[src/rtl/i2c_slave.sv]
// I2C target: oversampled SCL/SDA, START/STOP detection, 7-bit address match,
// pointer-based register writes and auto-incrementing reads.
module i2c_slave #(
   parameter logic [6:0] SLAVE_ADDR  = 7'h50,
   parameter int         AW          = 2,
   parameter int         SYNC_STAGES = 2
) (
   input  logic          clk,
   input  logic          reset,
   input  logic          scl_in,
   input  logic          sda_in,
   output logic          sda_oe,
   output logic          wr_en,
   output logic [AW-1:0] wr_addr,
   output logic [7:0]    wr_data,
   output logic [AW-1:0] rd_addr,
   input  logic [7:0]    rd_data,
   output logic          busy
);

   typedef enum logic [2:0] {
      IDLE, ADDR, ADDR_ACK, WR_BYTE, WR_ACK, RD_BYTE, RD_ACK, IGNORE
   } state_t;

   localparam logic [AW-1:0] PTR_ONE = {{(AW-1){1'b0}}, 1'b1};

   logic [SYNC_STAGES-1:0] scl_sync, sda_sync;
   logic                   scl_p, sda_p;
   logic                   scl_s, sda_s;
   logic                   scl_rise, scl_fall, start_det, stop_det;

   state_t        state, state_n;
   logic [7:0]    shift, shift_n;
   logic [2:0]    bit_cnt, bit_cnt_n;
   logic          ack_phase, ack_phase_n;
   logic [AW-1:0] ptr, ptr_n;
   logic          rw, rw_n;
   logic          nack, nack_n;
   logic          first_byte, first_n;
   logic          sda_oe_n, busy_n, wr_en_n;
   logic [AW-1:0] wr_addr_n;
   logic [7:0]    wr_data_n;
   logic [7:0]    rx_byte;

   assign scl_s     = scl_sync[SYNC_STAGES-1];
   assign sda_s     = sda_sync[SYNC_STAGES-1];
   assign scl_rise  = scl_s & ~scl_p;
   assign scl_fall  = ~scl_s & scl_p;
   assign start_det = scl_s & scl_p & sda_p & ~sda_s;
   assign stop_det  = scl_s & scl_p & ~sda_p & sda_s;
   assign rx_byte   = {shift[6:0], sda_s};
   assign rd_addr   = ptr;

   // Synchronizers preset high so a reset looks like an idle bus.
   always_ff @(posedge clk or negedge reset) begin
      if (!reset) begin
         scl_sync <= '1;
         sda_sync <= '1;
         scl_p    <= 1'b1;
         sda_p    <= 1'b1;
      end else begin
         scl_sync <= {scl_sync[SYNC_STAGES-2:0], scl_in};
         sda_sync <= {sda_sync[SYNC_STAGES-2:0], sda_in};
         scl_p    <= scl_s;
         sda_p    <= sda_s;
      end
   end

   always_ff @(posedge clk or negedge reset) begin
      if (!reset) begin
         state      <= IDLE;
         shift      <= '0;
         bit_cnt    <= '0;
         ack_phase  <= 1'b0;
         ptr        <= '0;
         rw         <= 1'b0;
         nack       <= 1'b0;
         first_byte <= 1'b0;
         sda_oe     <= 1'b0;
         busy       <= 1'b0;
         wr_en      <= 1'b0;
         wr_addr    <= '0;
         wr_data    <= '0;
      end else begin
         state      <= state_n;
         shift      <= shift_n;
         bit_cnt    <= bit_cnt_n;
         ack_phase  <= ack_phase_n;
         ptr        <= ptr_n;
         rw         <= rw_n;
         nack       <= nack_n;
         first_byte <= first_n;
         sda_oe     <= sda_oe_n;
         busy       <= busy_n;
         wr_en      <= wr_en_n;
         wr_addr    <= wr_addr_n;
         wr_data    <= wr_data_n;
      end
   end

   // ack_phase marks "9th rise seen" in ACK states and "8 bits sent" in RD_BYTE.
   always_comb begin
      state_n     = state;
      shift_n     = shift;
      bit_cnt_n   = bit_cnt;
      ack_phase_n = ack_phase;
      ptr_n       = ptr;
      rw_n        = rw;
      nack_n      = nack;
      first_n     = first_byte;
      sda_oe_n    = sda_oe;
      busy_n      = busy;
      wr_en_n     = 1'b0;
      wr_addr_n   = wr_addr;
      wr_data_n   = wr_data;

      if (start_det || stop_det) begin
         state_n     = start_det ? ADDR : IDLE;
         bit_cnt_n   = '0;
         ack_phase_n = 1'b0;
         sda_oe_n    = 1'b0;
         busy_n      = 1'b0;
      end else begin
         case (state)
            ADDR: begin
               if (scl_rise) begin
                  shift_n   = rx_byte;
                  bit_cnt_n = bit_cnt + 3'd1;
                  if (bit_cnt == 3'd7) begin
                     ack_phase_n = 1'b0;
                     if (shift[6:0] == SLAVE_ADDR) begin
                        state_n = ADDR_ACK;
                        busy_n  = 1'b1;
                        rw_n    = sda_s;
                     end else begin
                        state_n = IGNORE;
                     end
                  end
               end
            end
            ADDR_ACK, WR_ACK: begin
               if (scl_rise) begin
                  ack_phase_n = 1'b1;
               end else if (scl_fall) begin
                  if (!ack_phase) begin
                     sda_oe_n = 1'b1;
                  end else begin
                     ack_phase_n = 1'b0;
                     bit_cnt_n   = '0;
                     if (state == WR_ACK || !rw) begin
                        sda_oe_n = 1'b0;
                        state_n  = WR_BYTE;
                        if (state == ADDR_ACK) first_n = 1'b1;
                     end else begin
                        shift_n  = rd_data;
                        sda_oe_n = ~rd_data[7];
                        state_n  = RD_BYTE;
                     end
                  end
               end
            end
            WR_BYTE: begin
               if (scl_rise) begin
                  shift_n   = rx_byte;
                  bit_cnt_n = bit_cnt + 3'd1;
                  if (bit_cnt == 3'd7) begin
                     if (first_byte) begin
                        ptr_n   = rx_byte[AW-1:0];
                        first_n = 1'b0;
                     end else begin
                        wr_en_n   = 1'b1;
                        wr_addr_n = ptr;
                        wr_data_n = rx_byte;
                        ptr_n     = ptr + PTR_ONE;
                     end
                     ack_phase_n = 1'b0;
                     state_n     = WR_ACK;
                  end
               end
            end
            RD_BYTE: begin
               if (scl_rise) begin
                  bit_cnt_n = bit_cnt + 3'd1;
                  if (bit_cnt == 3'd7) ack_phase_n = 1'b1;
               end else if (scl_fall) begin
                  if (ack_phase) begin
                     sda_oe_n    = 1'b0;
                     ack_phase_n = 1'b0;
                     state_n     = RD_ACK;
                  end else begin
                     shift_n  = {shift[6:0], 1'b0};
                     sda_oe_n = ~shift[6];
                  end
               end
            end
            RD_ACK: begin
               if (scl_rise) begin
                  nack_n      = sda_s;
                  ptr_n       = ptr + PTR_ONE;
                  ack_phase_n = 1'b1;
               end else if (scl_fall && ack_phase) begin
                  ack_phase_n = 1'b0;
                  bit_cnt_n   = '0;
                  if (nack) begin
                     state_n = IGNORE;
                  end else begin
                     shift_n  = rd_data;
                     sda_oe_n = ~rd_data[7];
                     state_n  = RD_BYTE;
                  end
               end
            end
            IGNORE: sda_oe_n = 1'b0;
            default: ;
         endcase
      end
   end

endmodule

[config.mk]
export PLATFORM = sky130hd
export DESIGN_NAME = i2c_slave
export DESIGN_NICKNAME = d
export VERILOG_FILES = /design/src/rtl/i2c_slave.sv
export SDC_FILE = /design/constraint.sdc
export NUM_CORES = 1
export LEC_CHECK = 0
export CORE_UTILIZATION = 30
export CTS_CLUSTER_DIAMETER = 50
export CTS_CLUSTER_SIZE = 28
export DETAILED_ROUTE_END_ITERATION = 6
export PLACE_DENSITY = 0.48
export SLEW_MARGIN = 20
export SYNTH_ARGS = -nofsm -noshare
export SYNTH_HDL_FRONTEND = slang
export SYNTH_SLANG_ARGS = --single-unit
[constraint.sdc]
create_clock -name clk -period 3.77 [get_ports clk]
set_input_delay 1.131 -clock clk [delete_from_list [all_inputs] [get_ports clk]]
set_output_delay 1.131 -clock clk [all_outputs]
set_load 0.05 [all_outputs]
==> qor.yml, run 1 <==
status:
  status: "finished, violations left"
  violations: "design-rule violations"
logic_synthesis:
  yosys.area.top_type: "dfrtp_1"
  synth_area_leaders: "dfrtp_1, mux2_2, dfstp_2, a21oi_1, mux2i_1"
  syn-cell-area_mm2: 0.002017
  synthMuxAreaShare: 0.1526
  yosys_warnings: 0
  syn-num-nets: 203
  synthArstFlopShare: 1.000
  synth_xor_area_frac: 0.008685
  synth_seq_cells: 38
  synth-adder-area-share: 0.01241
  synth_top_area_share: 0.3970
  avgSynthCellArea_um2: 10.67
  ys.flop_type: "dfrtp_1"
  synth.most_common_cell: "dfrtp_1"
  synthCells: 189
  ys_seq_area_frac: 0.4752
  synth_top_family_by_area: "compound AO/OA/AOI/OAI gates"
  synth-edff-count: 0
  synth_compound_area_frac: 0.1706
  synthDistinctLibCells: 50
  synthTopCellsByCount: "dfrtp_1, mux2_2, a21oi_1"
  synth-simple-area-share: 0.1346
timing:
  grt_setup_unrepaired: "false"
  tightestPinTransition_ns: 0.8350
  setup_tns_ns: 0
  maxSlewViolCount: 0
  fin_crit_ns: 2.643
  finalCritPeriodShare: 0.7011
  hold_viol: 0
  slew_headroom: 0.4434
  clock_skew_ns: 0.006484
  max_freq_ghz: 0.3783
  setup_violations: 0
cells_and_area:
  finalNetCount: 227
  insertedDiodeCount: 0
  area_growth_pct: 19.79
  drive_above_1_share: 0.2150
  final_cell_area_mm2: 0.002416
  utilization: 0.3762
floorplan:
  core-area_mm2: 0.006422
  die_w_um: 84.00
  start_util: 0.3140
  io_pins: 27
  die_y_um: 84.00
  dieArea_mm2: 0.007055
  placement_rows: 29
global_routing:
  grt_pass1_wl_um: 7700
  grt_overflow_total: 0
  antenna_found_initial: 0
  grt_max_degree: 39
  grt_util_all_layers: 0.1399
  grt_pass1_vias: 1476
power_and_ir_drop:
  power_uw: 985.2
  p_per_area_mw_per_mm2: 407.8
  power_leakage_nw: 1.012
  max-vdd-ir-drop_mv: 0.1934
routing:
  m1WireLength_um: 2301
  top_layer: "met4"
  drt_iter0_drc: 123
  drc: 2
  viasPerCell: 5.192
  wire_per_inst_um: 15.71
  num_vias: 1511
  routed_wl_um: 4571
  met3_length_um: 160
  drtAntennaViolNets: 0
  firstDrtPassIters: 6
  dr_wl_met2_um: 2050
clock_tree:
  cts_hold_buf: 0
  clk-insertion-delay-late_ns: 0.29
  post-cts-setup-buffer-count: 0
  clockRootBuffer: "clkbuf_8"
  clkTransAtPathRegs_ns: 0.08
  ctsResizeCount: 0
  cts_max_path_buffers: 2
  clock-sinks: 38
  cts_tree: "done"
  cts_max_level: 2
  cts_made_buffers: 5
setup_path:
  path_cells: "clkdlybuf4s50_1"
  cpLargestDelayFamily: "buffers and inverters"
  cp_num_buf_inv: 1
  cp_slowest_cell: "clkdlybuf4s50_1"
  r2r-end: "wr_data[4]$_DFFE_PN0P_"
  r2r_slack_ns: 1.57
  worstRegToRegCells: 5
  endpoint_kind: "primary output"
  r2r_start: "scl_sync[1]$_DFF_PN1_"
  cpPeakStageDelay_ns: 0.82
  crit_arrival_ns: 1.51
  crit_required_ns: 2.64
  startpoint_type: "register"
  path_max_fanout: 5
  path_class: "reg2out"
placed_design:
  hpwlAfterDp_um: 3127
  post_dp_cell_area_mm2: 0.002321
  place_congestion: 0.7638
  port_buffers: 26
min_path:
  hold_end: "scl_sync[1]$_DFF_PN1_"
  hold_class: "reg2reg"
  whs_path_depth: 0
  hold_start: "scl_sync[0]$_DFF_PN1_"
run:
  maxCapViolCount: 0
kinds of logic (layout without fill, tap and decap cells):
logic type / Yosys count / in the layout
mux: 28 / 28
buf+inv: 19 / 44
compound gates: 50 / 50
flops: 38 / 38
simple gates: 50 / 50
xor+xnor: 2 / 2
fa+ha+maj: 2 / 2
through the flow:
stage,hold slack [ns],instances,worst slack (ns)
finish,0.3587,291,1.127
global route,0.3616,291,1.076
CTS,0.3600,291,1.114
detailed placement,0.3487,283,1.390
global placement,0.3474,283,1.396
floorplan,0.3452,189,1.937
worst max path at each step:
stage                           startpoint                  to  slack (ns)  cells past startpoint
floorplan                       rd_data[7]  sda_oe$_DFFE_PN0P_        1.94                      5
global placement                rd_data[7]  sda_oe$_DFFE_PN0P_        1.40                      6
detailed placement              rd_data[7]  sda_oe$_DFFE_PN0P_        1.39                      6
CTS                 rd_addr[0]$_DFFE_PN0P_          rd_addr[0]        1.11                      1
global route        rd_addr[0]$_DFFE_PN0P_          rd_addr[0]        1.08                      1
finish              rd_addr[0]$_DFFE_PN0P_          rd_addr[0]        1.13                      1
report_power, final:
part	internal [mW]	switching [mW]
combinational	0.0887	0.0709
clock	0.147	0.152
sequential	0.461	0.0649
total	0.697	0.288
cell type report:
type / count / area, µm²
clock buffer: 6 / 82.58
clock inverter: 2 / 12.51
fill: 632 / 4006
inverter: 8 / 30.03
multi-input combinational: 132 / 965.9
sequential: 38 / 958.4
tap: 77 / 96.34
timing repair buffer: 28 / 270.3
per-layer routing:
layer,GRT usage,vias to the layer above
met1,0.1990,734
met4,0.05486,0
met5,0,-
met3,0.02967,6
met2,0.2064,30
li1,-,741
flip-flops by register name, summed over array words and instances (netlist names):
register / flops
wr_data: 8
shift: 7
bit_cnt: 3
state: 3
rd_addr: 2
scl_sync: 2
sda_sync: 2
wr_addr: 2
ack_phase: 1
busy: 1
first_byte: 1
nack: 1
rw: 1
scl_p: 1
sda_oe: 1
sda_p: 1
wr_en: 1
cell usage in the layout, fill, tap and decap left out, types with 2 or more instances in the layout:
master           instances
inv_2                    2
nand2_1                  9
nor3_1                   4
o2111ai_1                2
a31oi_1                  6
a21oi_1                 19
clkbuf_8                 6
clkdlybuf4s50_1         25
nor2b_1                  7
nand2b_1                 2
dfstp_2                  6
mux2_1                   2
mux2_2                  20
dfrtp_1                 32
o21ai_0                  7
inv_1                    6
nor2_1                  13
mux2i_1                  6
o32a_1                   2
nand3b_1                 3
buf_4                    2
ha_1                     2
nor4_1                   2
nand3_1                  2
Note: power is estimated with default switching activity, not from simulation.
==> run 2: changes to the inputs <==
==> constraint.sdc (replaced) <==
create_clock -name clk -period 2.5 [get_ports clk]
set_input_delay 0.75 -clock clk [delete_from_list [all_inputs] [get_ports clk]]
set_output_delay 0.75 -clock clk [all_outputs]
set_load 0.05 [all_outputs]
==> qor.yml, run 2 (synthesis gave the netlist of run 1 again) <==
setup_path:
  path_class: "reg2out"  # unchanged
  r2r_start: "state[2]$_DFFE_PN0P_"  # was scl_sync[1]$_DFF_PN1_
  cpPeakStageDelay_ns: 0.83  # was 0.82 ns
  crit_arrival_ns: 1.53  # was 1.51 ns
  crit_required_ns: 1.75  # was 2.64 ns
  cpLargestDelayFamily: "buffers and inverters"  # unchanged
  path_cells: "clkdlybuf4s50_1"  # unchanged
  cp_slowest_cell: "clkdlybuf4s50_1"  # unchanged
  cp_num_buf_inv: 1  # unchanged
  endpoint_kind: "primary output"  # unchanged
  path_max_fanout: 5  # unchanged
  startpoint_type: "register"  # unchanged
  crit_start: "rd_addr[0]$_DFFE_PN0P_"  # unchanged
floorplan:
  start_util: 0.3140  # unchanged
  core-area_mm2: 0.006422  # unchanged
  placement_rows: 29  # unchanged
  io_pins: 27  # unchanged
  dieArea_mm2: 0.007055  # unchanged
  die_w_um: 84.00  # unchanged
  die_y_um: 84.00  # unchanged
status:
  status: "finished, violations left"  # unchanged
  violations: "design-rule violations"  # unchanged
timing:
  maxSlewViolCount: 0  # unchanged
  slew_headroom: 0.5648  # was 0.4434
  clock_skew_ns: 0.006674  # was 0.006484 ns
  setup_violations: 0  # unchanged
  setup_tns_ns: 0  # unchanged
  hold_viol: 0  # unchanged
  finalCritPeriodShare: 0.9124
  tightestPinTransition_ns: 0.6528  # was 0.8350 ns
  max_freq_ghz: 0.4384
  fin_crit_ns: 2.281
  grt_setup_unrepaired: "false"  # unchanged
clock_tree:
  clockRootBuffer: "clkbuf_8"  # unchanged
  cts_hold_buf: 0  # unchanged
  clock-sinks: 38  # unchanged
  ctsResizeCount: 0  # unchanged
  cts_max_level: 2  # unchanged
  post-cts-setup-buffer-count: 0  # unchanged
  clkTransAtPathRegs_ns: 0.08  # about the same
  cts_made_buffers: 5  # unchanged
  clk-insertion-delay-late_ns: 0.29  # about the same
  cts_tree: "done"  # unchanged
  cts_max_path_buffers: 2  # unchanged
routing:
  wire_per_inst_um: 15.76  # was 15.71 µm
  viasPerCell: 5.254  # was 5.192
  num_vias: 1550  # was 1,511
  routed_wl_um: 4649  # was 4571 µm
  drt_iter0_drc: 120  # was 123
  drc: 2  # unchanged
  drtAntennaViolNets: 0  # unchanged
  firstDrtPassIters: 6  # unchanged
global_routing:
  grt_overflow_total: 0  # unchanged
  grt_pass1_vias: 1559  # was 1,476
  grt_util_all_layers: 0.1437  # was 0.1399
  grt_pass1_wl_um: 7907  # was 7700 µm
  grt_max_degree: 39  # unchanged
  antenna_found_initial: 0  # unchanged
cells_and_area:
  insertedDiodeCount: 0  # unchanged
  final_cell_area_mm2: 0.002455  # was 0.002416 mm²
  register_area_um2: 958.4  # unchanged
  largest_reg_flops: 8  # unchanged
  drive_above_1_share: 0.2248  # was 0.2150
  fillCellCount: 652  # was 632
  final_common_cell: "dfrtp_1"  # unchanged
  multi_input_area_um2: 965.9  # unchanged
  final_cell_mix: "dfrtp_1, clkdlybuf4s50_1, mux2_2"  # unchanged
  top_register: "wr_data"  # unchanged
  top_regs: "wr_data x8, shift x7"  # unchanged
  finalNetCount: 231  # was 227
  area_growth_pct: 21.71  # was 19.79%
run:
  maxCapViolCount: 0  # unchanged
min_path:
  hold_start: "sda_sync[0]$_DFF_PN1_"  # was scl_sync[0]$_DFF_PN1_
  hold_class: "reg2reg"  # unchanged
power_and_ir_drop:
  max-vdd-ir-drop_mv: 0.2878  # was 0.1934 mV
  power_leakage_nw: 1.038  # was 1.012 nW
  p_per_area_mw_per_mm2: 606.0  # was 407.8 mW/mm²
placed_design:
  place_congestion: 0.8687  # was 0.7638
  port_buffers: 26  # unchanged
  post_dp_cell_area_mm2: 0.002364  # was 0.002321 mm²
  hpwlAfterDp_um: 3180  # was 3127 µm
==> run 2: cell types whose count changed in the layout (fill, tap and decap cells not counted) <==
cell | previous run | this run
buf_12 | 0 | 1
buf_4 | 2 | 5
clkbuf_1 | 0 | 1
clkinvlp_4 | 1 | 0
==> run 2: power breakdown <==
part | leakage (nW) | internal [mW] | total (mW) | switching, mW
logic | 0.496 | 0.142 | 0.272 | 0.129
clock network | 0.0482 | 0.223 | 0.442 | 0.219
registers | 0.493 | 0.696 | 0.775 | 0.0786
total | 1.04 | 1.06 | 1.49 | 0.426
==> run 2: layout make-up <==
| cell class | count | share of cell area |
|---|---|---|
| repair buffers | 32 | 0.1274 |
| clock inverters | 1 | 0.002039 |
| well taps | 77 | 0.03925 |
| clock buffers | 7 | 0.03517 |
| inverters | 8 | 0.01223 |
| multi-input cells | 132 | 0.3935 |
| flip-flops and latches | 38 | 0.3904 |
==> run 2: path summary, 6_finish.rpt <==
kind / depth (start not counted) / slack [ns] / endpoint
hold / removal: 0 / 0.36 / sda_sync[1]$_DFF_PN1_
setup / recovery: 1 / 0.22 / rd_addr[0]
setup reg to reg: 4 / 0.46 / shift[6]$_DFFE_PN0P_
hold reg to reg: 0 / 0.36 / sda_sync[1]$_DFF_PN1_
max in group asynchronous: 2 / 1.81 / sda_p$_DFF_PN1_
min in group asynchronous: 2 / 0.41 / sda_oe$_DFFE_PN0P_
==> run 2: per-layer routing <==
layer / wire, µm / GRT usage
met2: 2074 / 0.2168
met3: 158 / 0.03066
met1: 2373 / 0.2034
met4: 42 / 0.04859
met5: 0 / 0
==> run 2: metrics by stage <==
stage / util / power [mW] / hold slack, ns / setup slack, ns / instances
6_report: 0.3822 / 1.488 / 0.3587 / 0.2191 / 295
5_1_grt: 0.3822 / 1.573 / 0.3610 / 0.1750 / 295
4_1_cts: 0.3822 / 1.505 / 0.3598 / 0.2103 / 295
3_5_place_dp: 0.3680 / 1.060 / 0.3481 / 0.4644 / 287
3_3_place_gp: 0.3680 / 1.062 / 0.3467 / 0.4705 / 287
2_1_floorplan: - / 0.9591 / 0.3452 / 0.7092 / 189
==> run 3: changes to the inputs <==
--- a/config.mk
+++ b/config.mk
@@ -5,9 +5,9 @@
 export SDC_FILE = /design/constraint.sdc
 export NUM_CORES = 1
 export LEC_CHECK = 0
+export CORE_MARGIN = 4
 export CORE_UTILIZATION = 30
 export CTS_CLUSTER_DIAMETER = 50
-export CTS_CLUSTER_SIZE = 28
 export DETAILED_ROUTE_END_ITERATION = 6
 export PLACE_DENSITY = 0.48
 export SLEW_MARGIN = 20
==> qor.yml, run 3 (synthesis gave the netlist of run 1 again) <==
placed_design:
  placed_cells: 287  # unchanged
  place_congestion: 0.8207  # was 0.8687
  port_buffers: 26  # unchanged
  hpwlAfterDp_um: 3255  # was 3180 µm
power_and_ir_drop:
  max-vdd-ir-drop_mv: 0.3493  # was 0.2878 mV
  power_leakage_nw: 1.032  # was 1.038 nW
  power_mw: 1.484  # was 1.488 mW
  p_per_area_mw_per_mm2: 606.6  # was 606.0 mW/mm²
clock_tree:
  cts_hold_buf: 0  # unchanged
  cts_made_buffers: 5  # unchanged
  post-cts-setup-buffer-count: 0  # unchanged
  cts_max_level: 2  # unchanged
  clkTransAtPathRegs_ns: 0.07  # was 0.08 ns
  cts_tree: "done"  # unchanged
  ctsResizeCount: 0  # unchanged
  cts_max_path_buffers: 2  # unchanged
  clock-sinks: 38  # unchanged
  clk-insertion-delay-late_ns: 0.29  # about the same
  clockRootBuffer: "clkbuf_8"  # unchanged
global_routing:
  grt_max_degree: 39  # unchanged
  grt_overflow_total: 0  # unchanged
  antenna_found_initial: 0  # unchanged
  grt_pass1_wl_um: 7817  # was 7907 µm
  grt_util_all_layers: 0.1170  # was 0.1437
  grt_pass1_vias: 1519  # was 1,559
cells_and_area:
  top_regs: "wr_data x8, shift x7"  # unchanged
  drive_above_1_share: 0.2294  # was 0.2248
  finalNonFillerCells: 295  # unchanged
  insertedDiodeCount: 0  # unchanged
  finalNetCount: 231  # unchanged
  top_register: "wr_data"  # unchanged
  utilization: 0.3809  # was 0.3822
  final_cell_mix: "dfrtp_1, clkdlybuf4s50_1, mux2_2"  # unchanged
  largest_reg_flops: 8  # unchanged
  final_common_cell: "dfrtp_1"  # unchanged
  area_growth_pct: 21.28  # was 21.71%
routing:
  drtAntennaViolNets: 0  # unchanged
  routed_wl_um: 4559  # was 4649 µm
  viasPerCell: 5.278  # was 5.254
  drc: 0  # was 2
  wire_per_inst_um: 15.45  # was 15.76 µm
  num_vias: 1557  # was 1,550
  firstDrtPassIters: 5  # was 6
  drt_iter0_drc: 128  # was 120
min_path:
  hold_class: "reg2reg"  # unchanged
  whs_path_depth: 0  # unchanged
setup_path:
  cp_num_buf_inv: 1  # unchanged
  startpoint_type: "register"  # unchanged
  cpPeakStageDelay_ns: 0.82  # was 0.83 ns
  crit_arrival_ns: 1.51  # was 1.53 ns
  cp_slowest_cell: "clkdlybuf4s50_1"  # unchanged
  cpLargestDelayFamily: "buffers and inverters"  # unchanged
  worstRegToRegCells: 5  # was 4
  critical_path_depth: 1  # unchanged
  crit_required_ns: 1.75  # about the same
  path_cells: "clkdlybuf4s50_1"  # unchanged
  endpoint_kind: "primary output"  # unchanged
  path_max_fanout: 5  # unchanged
  path_class: "reg2out"  # unchanged
timing:
  fin_crit_ns: 2.262  # was 2.281 ns
  hold_viol: 0  # unchanged
  grt_setup_unrepaired: "false"  # unchanged
  finalCritPeriodShare: 0.9047  # was 0.9124
  tightestPinTransition_ns: 0.4988  # was 0.6528 ns
  clock_skew_ns: 0.003836  # was 0.006674 ns
  setup_violations: 0  # unchanged
  hold_ws_ns: 0.3592  # was 0.3587 ns
  max_freq_ghz: 0.4421  # was 0.4384 GHz
  slew_headroom: 0.6664  # was 0.5648
  setup_tns_ns: 0  # unchanged
  maxSlewViolCount: 0  # unchanged
floorplan:
  dieArea_mm2: 0.008099  # was 0.007055 mm²
  placement_rows: 29  # unchanged
  die_y_um: 90.00  # was 84.00 µm
  die_w_um: 90.00  # was 84.00 µm
  io_pins: 27  # unchanged
  start_util: 0.3140  # unchanged
  core-area_mm2: 0.006422  # unchanged
run:
  maxCapViolCount: 0  # unchanged
status:
  status: "completed"  # was finished, violations left
==> run 3: cell count changes in the layout (fill, tap and decap cells not counted) <==
| cell | change |
|---|---|
| buf_4 | +1 |
| buf_12 | -1 |
| clkinvlp_4 | +1 |
| clkbuf_1 | -1 |
==> run 3: path summary, 6_finish.rpt <==
| path | endpoint | from | slack (ns) |
|---|---|---|---|
| worst max-delay path | rd_addr[0] | rd_addr[0]$_DFFE_PN0P_ | 0.24 |
| worst min-delay path | sda_sync[1]$_DFF_PN1_ | sda_sync[0]$_DFF_PN1_ | 0.36 |
| worst max register to register | wr_data[6]$_DFFE_PN0P_ | state[2]$_DFFE_PN0P_ | 0.52 |
| worst min register to register | sda_sync[1]$_DFF_PN1_ | sda_sync[0]$_DFF_PN1_ | 0.36 |
| max in group asynchronous | scl_p$_DFF_PN1_ | reset | 1.63 |
| min in group asynchronous | wr_en$_DFF_PN0_ | reset | 0.50 |
==> run 3: through the flow <==
step                      setup WS (ns)  area [µm²]
after floorplan                  0.7092        2017
after global placement           0.5048        2351
after detailed placement         0.4942        2351
after CTS                        0.2194        2446
after global routing             0.1869        2446
final                            0.2382        2446
==> run 3: cell type report <==
cell class,instances,area [µm²]
Clock inverter,2,12.51
Clock buffer,6,82.58
Tap cell,77,96.34
Sequential cell,38,958.4
Inverter,8,30.03
Multi-Input combinational cell,132,965.9
Timing Repair Buffer,32,300.3
Fill cell,645,3976
==> run 3: report_power, final <==
part / switching [mW] / leakage, nW / internal [mW] / total [mW]
logic: 0.129 / 0.491 / 0.140 / 0.270
registers: 0.0787 / 0.493 / 0.696 / 0.775
clock network: 0.218 / 0.0472 / 0.222 / 0.440
total: 0.426 / 1.03 / 1.06 / 1.48
==> run 3: metal layers <==
| layer | vias to the layer above | GRT usage | wire length (µm) |
|---|---|---|---|
| met5 | - | 0 | 0 |
| li1 | 753 | - | - |
| met4 | 0 | 0.03571 | 48 |
| met3 | 6 | 0.02671 | 182 |
| met1 | 764 | 0.1713 | 2301 |
| met2 | 34 | 0.1717 | 2027 |
